==> src/rtl/rv32m_pkg.sv <==
// Shared RV32M definitions: op encodings, divider FSM states, default width.
package rv32m_pkg;

  localparam int XLEN_DEF = 32;

  typedef enum logic [1:0] {
    OP_DIV  = 2'b00,
    OP_DIVU = 2'b01,
    OP_REM  = 2'b10,
    OP_REMU = 2'b11
  } div_op_e;

  typedef enum logic [1:0] {
    S_IDLE = 2'b00,
    S_CALC = 2'b01,
    S_DONE = 2'b10
  } div_state_e;

endpackage

==> src/rtl/div_step.sv <==
// One restoring-division iteration: shift {rem,quo} left, try to subtract divisor.
module div_step
  import rv32m_pkg::*;
#(
  parameter int XLEN = XLEN_DEF
) (
  input  logic [XLEN-1:0] rem,
  input  logic [XLEN-1:0] quo,
  input  logic [XLEN-1:0] divisor,
  output logic [XLEN-1:0] rem_nxt,
  output logic [XLEN-1:0] quo_nxt
);

  logic [XLEN:0] shifted;
  logic [XLEN:0] trial;
  logic          borrow;

  // Partial remainder is always below the divisor, so XLEN+1 bits hold both
  // the shifted value and the trial difference; the MSB is the borrow.
  always_comb begin
    shifted = {rem, quo[XLEN-1]};
    trial   = shifted - {1'b0, divisor};
    borrow  = trial[XLEN];
    rem_nxt = borrow ? shifted[XLEN-1:0] : trial[XLEN-1:0];
    quo_nxt = {quo[XLEN-2:0], ~borrow};
  end

endmodule

==> src/rtl/div_unit.sv <==
// Iterative RV32M divider (DIV/DIVU/REM/REMU) with register-file write request.
module div_unit
  import rv32m_pkg::*;
#(
  parameter int XLEN = XLEN_DEF,
  parameter int ITER = XLEN
) (
  input  logic            clk,
  input  logic            rst,
  input  logic            start,
  input  logic [1:0]      op,
  input  logic [XLEN-1:0] A,
  input  logic [XLEN-1:0] B,
  input  logic [4:0]      rd,
  output logic            busy,
  output logic            done,
  output logic [XLEN-1:0] result,
  output logic            wb_we,
  output logic [4:0]      wb_addr
);

  localparam int CW = (ITER > 1) ? $clog2(ITER) : 1;
  localparam logic [XLEN-1:0] MIN_NEG = {1'b1, {(XLEN-1){1'b0}}};

  div_state_e      state, state_nxt;
  logic [CW-1:0]   cnt;
  logic [XLEN-1:0] rem_q, quo_q, dvs_q;
  logic            sign_q, sign_r, is_rem;

  logic            accept, signed_op, a_neg, b_neg, div0, ovf, fast;
  logic [XLEN-1:0] a_abs, b_abs, fast_res;
  logic [XLEN-1:0] step_rem, step_quo, calc_res;

  assign busy  = (state == S_CALC);
  assign done  = (state == S_DONE);
  assign wb_we = done && (wb_addr != 5'd0);

  // Operand conditioning and special-case detection at accept time.
  always_comb begin
    accept    = start && (state == S_IDLE || state == S_DONE);
    signed_op = ~op[0];
    a_neg     = signed_op & A[XLEN-1];
    b_neg     = signed_op & B[XLEN-1];
    a_abs     = a_neg ? -A : A;
    b_abs     = b_neg ? -B : B;
    div0      = (B == '0);
    ovf       = signed_op && (A == MIN_NEG) && (B == '1);
    fast      = div0 || ovf;
    // Divide-by-zero wins: REM returns A untouched, DIV returns all ones.
    if (div0)
      fast_res = op[1] ? A : '1;
    else
      fast_res = op[1] ? '0 : MIN_NEG;
  end

  div_step #(.XLEN(XLEN)) u_step (
    .rem     (rem_q),
    .quo     (quo_q),
    .divisor (dvs_q),
    .rem_nxt (step_rem),
    .quo_nxt (step_quo)
  );

  // Final-step result with sign correction, captured on the way into DONE.
  always_comb begin
    if (is_rem)
      calc_res = sign_r ? -step_rem : step_rem;
    else
      calc_res = sign_q ? -step_quo : step_quo;
  end

  // Next-state logic.
  always_comb begin
    state_nxt = state;
    case (state)
      S_IDLE:  if (start) state_nxt = fast ? S_DONE : S_CALC;
      S_CALC:  if (cnt == '0) state_nxt = S_DONE;
      S_DONE:  if (start) state_nxt = fast ? S_DONE : S_CALC;
               else       state_nxt = S_IDLE;
      default: state_nxt = S_IDLE;
    endcase
  end

  // State register.
  always_ff @(posedge clk) begin
    if (rst) state <= S_IDLE;
    else     state <= state_nxt;
  end

  // Datapath: latch operands on accept, iterate in CALC, register the result.
  always_ff @(posedge clk) begin
    if (rst) begin
      cnt     <= '0;
      rem_q   <= '0;
      quo_q   <= '0;
      dvs_q   <= '0;
      sign_q  <= 1'b0;
      sign_r  <= 1'b0;
      is_rem  <= 1'b0;
      result  <= '0;
      wb_addr <= 5'd0;
    end else if (accept) begin
      wb_addr <= rd;
      is_rem  <= op[1];
      sign_q  <= a_neg ^ b_neg;
      sign_r  <= a_neg;
      rem_q   <= '0;
      quo_q   <= a_abs;
      dvs_q   <= b_abs;
      cnt     <= CW'(ITER - 1);
      if (fast) result <= fast_res;
    end else if (state == S_CALC) begin
      rem_q <= step_rem;
      quo_q <= step_quo;
      cnt   <= cnt - 1'b1;
      if (cnt == '0) result <= calc_res;
    end
  end

endmodule

==> config.mk <==
export PLATFORM = sky130hd
export DESIGN_NAME = div_unit
export DESIGN_NICKNAME = d
export VERILOG_FILES = /design/src/rtl/rv32m_pkg.sv /design/src/rtl/div_step.sv /design/src/rtl/div_unit.sv
export SDC_FILE = /design/constraint.sdc
export NUM_CORES = 1
export LEC_CHECK = 0
export CORE_MARGIN = 2
export CORE_UTILIZATION = 50
export CTS_CLUSTER_DIAMETER = 50
export CTS_CLUSTER_SIZE = 28
export DETAILED_ROUTE_END_ITERATION = 8
export PLACE_DENSITY = 0.71
export SYNTH_ARGS = -nofsm -noshare
export SYNTH_HDL_FRONTEND = slang
export SYNTH_HIERARCHICAL = 1
export SYNTH_SLANG_ARGS = --single-unit
==> constraint.sdc <==
create_clock -name clk -period 7.4 [get_ports clk]
set_input_delay 0.74 -clock clk [delete_from_list [all_inputs] [get_ports clk]]
set_output_delay 0.74 -clock clk [all_outputs]
set_load 0.1 [all_outputs]
---- After elaboration in Yosys (flattened, before gate mapping) ----
Index checks and enable logic that the tools add are counted.
cells by class
  bitwise operators ....................... 5
  mux-type cells .......................... 22
  equality and inequality tests ........... 7
  reduce and logical (&&, ||, !) cells .... 15
  add/subtract/negate cells ............... 6
operators by type and width
  cell                                                    number
  two-way mux 32 bit                                      15
  negation 32 bit                                         4
  == test 32 bit (second input constant)                  2
  subtractor 33 x 32 -> 33 bit                            1
  zero test 32 bit                                        1
  two-way mux 5 bit                                       2
  two-way mux 2 bit                                       4
  one-hot mux 2 bit (3 select lines)                      1
  zero test 5 bit                                         1
  nonzero test 5 bit                                      1
  subtractor 5 x 1 -> 5 bit (second input constant)       1
  logical AND 1 bit                                       4
  inequality test 2 x 1 -> 1 bit (second input constant)  2
  nonzero test 2 bit                                      2
  AND reduction 3 bit                                     1
  AND 1 bit                                               2
  == test 2 x 1 -> 1 bit (second input constant)          1
  == test 2 bit (second input constant)                   1
  zero test 2 bit                                         1
  logical OR 1 bit                                        2
  inequality test 2 bit (second input constant)           1
  NOT 1 bit                                               2
  AND reduction 2 bit                                     1
  OR reduction 2 bit                                      1
  XOR 1 bit                                               1
word-level totals
  bits of input ports ..................... 74
  register bits ........................... 143

---- Logic depth before layout (Yosys ltp) ----
Gate-level depths: netlist of run 1.
  word-level depth ........................ 8
  mapped depth ............................ 23
  mapped depth without buffers ............ 20

---- By module ----
The synthesis of run 1 kept the hierarchy.
modules (own cells, without submodules)
  module    sequential area each (um^2)  cells an instance  instances  area an instance (um^2)
  div_unit  2862.7                       1132               1          8728.4
  div_step  0.0                          340                1          2549.9

---- Worst setup path before layout of run 1 ----
Ideal clock, no wire load.
  path type ............................... register to register
  start ................................... register quo_q[31]
  end ..................................... register result[29]
  stages on the path, launching flop included .. 24
  clock period less this slack ............ 5206 ps
  data required time ...................... 7308 ps
  arrival time ............................ 5114 ps
  setup slack ............................. 2194 ps
  buffers on the path ..................... 4
  cells stage by stage .................... dfxtp_1 -> inv_1 -> ha_1 -> fa_1 -> and2b_1 -> o2111ai_2 -> a21oi_2 -> o211ai_2 -> a211oi_4 -> nor2_4 -> mux2i_4 -> and2_4 -> buf_12 -> inv_8 -> buf_12 -> mux2_4 -> clkbuf_1 -> or4_1 -> or4b_1 -> clkbuf_1 -> o31ai_1 -> xor2_1 -> a211o_1 -> o32ai_1
on the way
  cells in the longest elaborated chain, start to end .. 8
  elaborated cells on any way between the ends .. 11
ends and longest elaborated chain
  what                          RTL line         RTL
  start, declared               div_unit.sv:27   logic [XLEN-1:0] rem_q, quo_q, dvs_q;
  start signal, assigned        div_unit.sv:108  quo_q <= a_abs;
  start signal, assigned        div_unit.sv:114  quo_q <= step_quo;
  subtractor 33 x 32 -> 33 bit  div_step.sv:22   trial = shifted - {1'b0, divisor};
  two-way mux 32 bit            div_step.sv:24   rem_nxt = borrow ? shifted[XLEN-1:0] : trial[XLEN-1:0];
  via step_rem[9]               div_unit.sv:32   logic [XLEN-1:0] step_rem, step_quo, calc_res;
  negation 32 bit               div_unit.sv:67   calc_res = sign_r ? -step_rem : step_rem;
  two-way mux 32 bit            div_unit.sv:67
  two-way mux 32 bit            div_unit.sv:66   if (is_rem)
  two-way mux 32 bit            div_unit.sv:116  if (cnt == '0) result <= calc_res;
  two-way mux 32 bit            div_unit.sv:112  end else if (state == S_CALC) begin
  two-way mux 32 bit            div_unit.sv:102  end else if (accept) begin
  end signal, assigned          div_unit.sv:111  if (fast) result <= fast_res;
  end signal, assigned          div_unit.sv:116
  end, declared                 div_unit.sv:17   output logic [XLEN-1:0] result,
The timed path passes the listed nets, and every way through them passes these cells. The select of a mux whose other input is x is not followed.
A chain may end at the register's enable or synchronous reset.

---- Worst setup path in the final report of run 1 ----
  start ................................... register quo_q[31]
  end ..................................... register result[28]
on the way
  cells in the longest elaborated chain, start to end .. 8
  elaborated cells on any way between the ends .. 11
ends and longest elaborated chain
  what                          RTL line         RTL
  subtractor 33 x 32 -> 33 bit  div_step.sv:22
  NOT 1 bit                     div_step.sv:25   quo_nxt = {quo[XLEN-2:0], ~borrow};
  via step_quo[0]               div_unit.sv:32
  negation 32 bit               div_unit.sv:69   calc_res = sign_q ? -step_quo : step_quo;
  two-way mux 32 bit            div_unit.sv:69
  two-way mux 32 bit            div_unit.sv:66
  two-way mux 32 bit            div_unit.sv:116
  two-way mux 32 bit            div_unit.sv:112
  two-way mux 32 bit            div_unit.sv:102
The timed path passes the listed nets, and every way through them passes these cells. The select of a mux whose other input is x is not followed.

==> run_results.csv, run 1 <==
group,metric,value,unit
timing,hold_violations,0,
final_layout,diodes,0,
clocking,ctsHtreeMaxLevel,4,
placement,port_buffers,113,
yosys,yosys_warnings,6,
yosys,ys_types,88,
clocking,hold_buffers,0,
clocking,numClockSinks,143,
final_layout,num-fill-cells,2001,
timing,period_needed,5.82,ns
clocking,ctsRootBufferMaster,"clkbuf_16",
timing,slew_viol_final,0,
route,num_vias,11400,
floorplanning,io_pins,114,
timing,max_slew_margin,22.8,%
final_layout,layout.nets,1607,
yosys,synth_edf_count,0,
floorplanning,num_rows,54,
grt,grt_pass1_wl,57.9,mm
power,finalPower,0.00247,W
clocking,cts_tree,"done",
power,irDropWorstVdd,125,µV
critical_path,critPathMaxFanout,29,
route,viasPerCell,6.36,
floorplanning,dieHeight,154,µm
grt,grt_max_degree,80,
route,detail-route-antenna-nets,0,
route,detail_route.wl_per_cell,20.3,µm
timing,setup_viol,0,
yosys,synth.cell_area,0.0113,mm²
floorplanning,die_x,154,µm
floorplanning,dieArea,0.0238,mm²
outcome,status,"finished, final reports clean",
critical_path,crit_chain,"inv_1, ha_1, fa_1, and2b_1, o2111ai_2, a21oi_2, o211ai_2, a211oi_4, nor2_4, mux2i_4, and2_4, inv_8, mux2_2, nor4_2, nand4_1, o41ai_1, xnor2_1, a221oi_1, a21oi_1",
yosys,yosys-top-cells-count,"nand2_1 (192), dfxtp_1 (143), a21oi_1 (117)",
timing,final.setup_skew,0.00647,ns
grt,track_usage,30.4,%
clocking,path_clk_slew,0.06,ns
yosys,yosysSeqAreaShare,25.4,%
critical_path,slowest_stage,"nor4_2",
placement,dpl.hpwl,26.5,mm
timing,period_share,78.7,%
critical_path,cp_data_arrival_time,6.12,ns
timing,worst_pin_slew,1.16,ns
route,drt-pass1-iter-count,6,
power,pwr_density_cell,193,mW/mm²
floorplanning,core,0.0220,mm²
yosys,synthTopCellsByArea,"dfxtp_1 (25%), xnor2_1 (6.9%), nand2_1 (6.4%)",
yosys,syn-num-nets,1586,
hold_path,hold_path_class,"reg2reg",
yosys,async_flop_share,0,%
grt,first_global_vias,10600,
floorplanning,start_util,51.4,%
route,drcViolationCount,0,
critical_path,worst_setup_path_start_kind,"register",
critical_path,slowest_delay,0.75,ns
critical_path,crit_type,"reg2reg",
power,power.static_leakage,4.66,nW
final_layout,drive_gt1_share,6.51,%
route,drt_iter0_drc,1295,
yosys,ys.flop_type,"dfxtp_1",
clocking,cts_resized,0,
clocking,clockBufferDepth,2,
timing,hold_ws,0.461,ns
critical_path,crit_path_end_kind,"register",
yosys,netlist_instances,1472,
final_layout,area_growth,13.5,%
critical_path,cp.required,7.70,ns
grt,grt-ovfl-total,0,
yosys,synth-seq-cells,143,
clocking,clock_latency,0.43,ns
clocking,cts_setup_buffers,0,
yosys,yosys.area.top_type_share,25.4,%
timing,timing.fmax,0.172,GHz
clocking,cts_made_buffers,17,
route,wl,36.2,mm
grt,antenna_found_initial,0,
placement,gp_congestion,0.980,
yosys,synth_area_per_cell,7.66,µm²
run,maxCapViolations,0,
placement,placed_area,0.0122,mm²
final_layout,finalInstanceArea,0.0128,mm²
timing,setup_tns,0,ns
timing,rsz0062_at_grt,"no",
yosys,yosysMostFrequentCell,"nand2_1",
yosys,synth_top_cell_by_area,"dfxtp_1",
power by group:
part / total [W] / leakage, nW / switching (W) / internal (W)
clock: 0.000905 / 0.290 / 0.000365 / 0.000540
sequential: 0.000878 / 1.17 / 0.0000590 / 0.000819
combinational: 0.000686 / 3.21 / 0.000439 / 0.000247
total: 0.00247 / 4.66 / 0.000862 / 0.00161
state kept, by name, summed over array words and instances, names as in the netlist:
name and flops:
dvs_q 32, quo_q 32, rem_q 32, result 32, cnt 5, wb_addr 5, state 2, is_rem 1
sign_q 1, sign_r 1
critical path: cells and delay by family (launching register included):
| kind | cells | cell delay, ns |
|---|---|---|
| AOI/OAI and AO/OA | 7 | 1.76 |
| buffers and inverters | 2 | 0.28 |
| and+or+nand+nor | 5 | 1.87 |
| adders and majority gates | 2 | 0.64 |
| DFF | 1 | 0.35 |
| xor gates and xnor gates | 1 | 0.11 |
| muxes | 2 | 0.67 |
stage by stage:
stage,setup slack (ns),utilization [%],instances
2_1_floorplan,2.19,-,1472
3_3_place_gp,1.91,55.5,1754
3_5_place_dp,1.77,55.5,1754
4_1_cts,1.74,58.3,1786
5_1_grt,1.23,58.3,1786
6_report,1.58,58.3,1786
cell type report:
class                      count  area [µm²]  share of cell area [%]
sequential                   143        2860                    22.4
clock buffer                  19         443                    3.46
tap                          280         350                    2.74
multi-input combinational   1144        7530                    58.8
inverter                      62         240                    1.88
timing repair buffer         125        1220                    9.50
clock inverter                13         163                    1.27
placed cells by master, fill, tap and decap left out, types with 39 or more instances in the layout:
cell	netlist	routed
a21oi_1	117	117
clkdlybuf4s50_1	0	112
dfxtp_1	143	143
ha_1	39	39
inv_1	58	58
nand2_1	192	192
nor2_1	103	103
nor3_1	42	42
o21ai_0	69	69
xnor2_1	89	89
xor2_1	54	54
logic make-up (layout without fill, tap and decap cells):
family                     Yosys count  count (layout)  synth area share [%]
adders and majority gates           40              40                  4.50
buffers and inverters              185             219                  7.98
muxes                               36              36                  4.19
DFF                                143             143                  25.4
and+or+nand+nor                    497             497                  21.3
AOI/OAI and AO/OA                  428             428                  25.5
xor gates and xnor gates           143             143                  11.1
per-layer routing:
layer  up-vias  wire length [µm]  track usage (%)
met5         -                 0                0
met4         0              1230             12.6
met3        75              3070             4.29
met2       543             16000             47.1
met1      5370             15900             42.6
li1       5375                 -                -
final timing paths:
path	from	to	slack [ns]	depth (start not counted)
max	quo_q[31]	result[28]	1.58	19
min	dvs_q[31]	dvs_q[31]	0.46	2
max reg2reg	quo_q[31]	result[28]	1.58	19
min reg2reg	dvs_q[31]	dvs_q[31]	0.46	2
No activity file was read; power rests on OpenSTA's default activity.
==> run 2: changes to the inputs <==
PLACE_DENSITY = 0.74   (was 0.71)
clock period = 4.67 ns   (was 7.4 ns; I/O delays follow)
==> run_results.csv, run 2 (synthesized netlist as in run 1, its figures left out) <==
group,metric,value,unit
timing,hold_violations,0,
clocking,cts_made_buffers,17,
timing,rsz0062_at_grt,"yes",
route,drt-pass1-iter-count,6,
timing,final.setup_skew,0.00996,ns
grt,first_global_vias,11300,
final_layout,layout.nets,1727,
final_layout,area_growth,26.1,%
critical_path,slowest_delay,0.37,ns
floorplanning,core,0.0220,mm²
critical_path,cp_data_arrival_time,5.17,ns
route,detail_route.wl_per_cell,20.4,µm
critical_path,timing.rr.start,"quo_q[31]",
floorplanning,start_util,51.4,%
route,viasPerCell,6.25,
timing,hold_ws,0.457,ns
timing,period_share,104,%
hold_path,hold_end,"dvs_q[29]",
critical_path,slowest_stage,"o41ai_4",
power,power.static_leakage,5.42,nW
timing,setup_viol,16,
clocking,hold_buffers,0,
critical_path,r2r_cells,22,
floorplanning,dieHeight,154,µm
floorplanning,die_x,154,µm
grt,grt_max_degree,80,
route,wl,38.8,mm
clocking,ctsHtreeMaxLevel,4,
floorplanning,io_pins,114,
hold_path,hold_path_depth,2,
hold_path,holdCritStartpoint,"dvs_q[29]",
final_layout,final_cell_mix,"nand2_1 (192), dfxtp_1 (142), a21oi_1 (117), buf_4 (115), clkdlybuf4s50_1 (111)",
floorplanning,dieArea,0.0238,mm²
timing,period_needed,4.87,ns
clocking,ctsRootBufferMaster,"clkbuf_16",
timing,worst_pin_slew,1.43,ns
power,irDropWorstVdd,207,µV
clocking,path_clk_slew,0.06,ns
clocking,clockBufferDepth,2,
power,pwr_density_cell,297,mW/mm²
placement,dpl.cell_count,1850,
timing,timing.fmax,0.205,GHz
outcome,status,"finished, violations left",
outcome,violations,"setup timing",
critical_path,crit_chain,"inv_2, ha_4, fa_2, and2b_2, o2111ai_2, a21oi_2, o211ai_2, a211oi_4, nor2_4, mux2i_4, and2_4, inv_8, buf_12, mux2_4, nor4b_4, buf_4, nand4_1, buf_6, o41ai_4, xnor2_2, a221oi_2, a21oi_1",
final_layout,fin_cells,1904,
critical_path,r2r_end,"result[28]",
final_layout,final_common_cell,"nand2_1",
clocking,cts_tree,"done",
critical_path,crit_path_end_kind,"register",
critical_path,critPathMaxFanout,6,
critical_path,critical-path-top-delay-family,"compound AO/OA/AOI/OAI gates",
timing,max_slew_margin,4.56,%
final_layout,drive_gt1_share,16.2,%
clocking,numClockSinks,143,
timing,fin_ws,-0.199,ns
placement,port_buffers,113,
critical_path,crit_type,"reg2reg",
run,maxCapViolations,0,
placement,gp_congestion,0.939,
timing,slew_viol_final,0,
route,drt_iter0_drc,1302,
floorplanning,num_rows,54,
critical_path,worst_setup_path_start_kind,"register",
grt,grt_pass1_wl,60.7,mm
grt,antenna_found_initial,0,
grt,grt-ovfl-total,0,
route,detail-route-antenna-nets,0,
final_layout,fin_util,64.8,%
route,drcViolationCount,0,
critical_path,path_buf_inv,5,
final_layout,diodes,0,
grt,track_usage,32.0,%
critical_path,cp.depth,22,
final_layout,num-fill-cells,1853,
hold_path,hold_path_class,"reg2reg",
clocking,clock_latency,0.44,ns
critical_path,cp.required,4.97,ns
critical_path,ff2ff_setup_slack,-0.20,ns
route,num_vias,11900,
placement,dpl.hpwl,27.9,mm
critical_path,worstSetupStartpoint,"quo_q[31]",
## run 2: timing repair
action	CTS	global route
setup endpoints to repair	17	24
setup buffers	6	16
pin swaps	11	32
cloned	1	1
gates resized for setup	21	56
## run 2: area by class of cell
type	instances	area [µm²]	share of cell area, %
Multi-Input combinational cell	1145	7930	55.7
Sequential cell	143	2860	20.1
Timing Repair Buffer	243	2190	15.4
Clock buffer	20	457	3.21
Tap cell	280	350	2.46
Inverter	62	243	1.71
Clock inverter	10	185	1.30
Timing Repair inverter	1	6.26	0.0440
## run 2: layer usage
layer  wire length, µm  global-route usage, %
met3              3200                   5.35
met5                 0                      0
met1             16800                   44.2
met2             17500                   50.6
met4              1290                   11.2
## run 2: report_power, final
part	switching, W	internal (W)
registers	0.0000985	0.00130
logic	0.000774	0.000515
clock network	0.000563	0.000971
## run 2: worst max path at each step
stage / to / slack, ns
final: result[28] / -0.20
after CTS: result[27] / -0.14
after global placement: result[29] / -0.04
after detailed placement: result[28] / -0.18
after global routing: result[27] / -0.39
after floorplan: result[29] / -0.30
## run 2: stage by stage
stage,total power (W),instance area (µm²),worst slack (ns),TNS (ns)
2_1_floorplan,0.00220,11400,-0.305,-1.59
3_3_place_gp,0.00255,13000,-0.0403,-0.127
3_5_place_dp,0.00256,13000,-0.179,-0.898
4_1_cts,0.00412,13800,-0.145,-0.753
5_1_grt,0.00438,14200,-0.390,-5.30
6_report,0.00422,14200,-0.199,-1.55
## run 2: worst reg2reg max path: stages, from the launching register on
cell and delay, ns:
dfxtp_2 0.33, inv_2 0.05, ha_4 0.16, fa_2 0.33, and2b_2 0.25, o2111ai_2 0.13, a21oi_2 0.22, o211ai_2 0.16
a211oi_4 0.34, nor2_4 0.07, mux2i_4 0.19, and2_4 0.20, inv_8 0.10, buf_12 0.13, mux2_4 0.32, nor4b_4 0.27
buf_4 0.17, nand4_1 0.22, buf_6 0.22, o41ai_4 0.38, xnor2_2 0.13, a221oi_2 0.29, a21oi_1 0.10
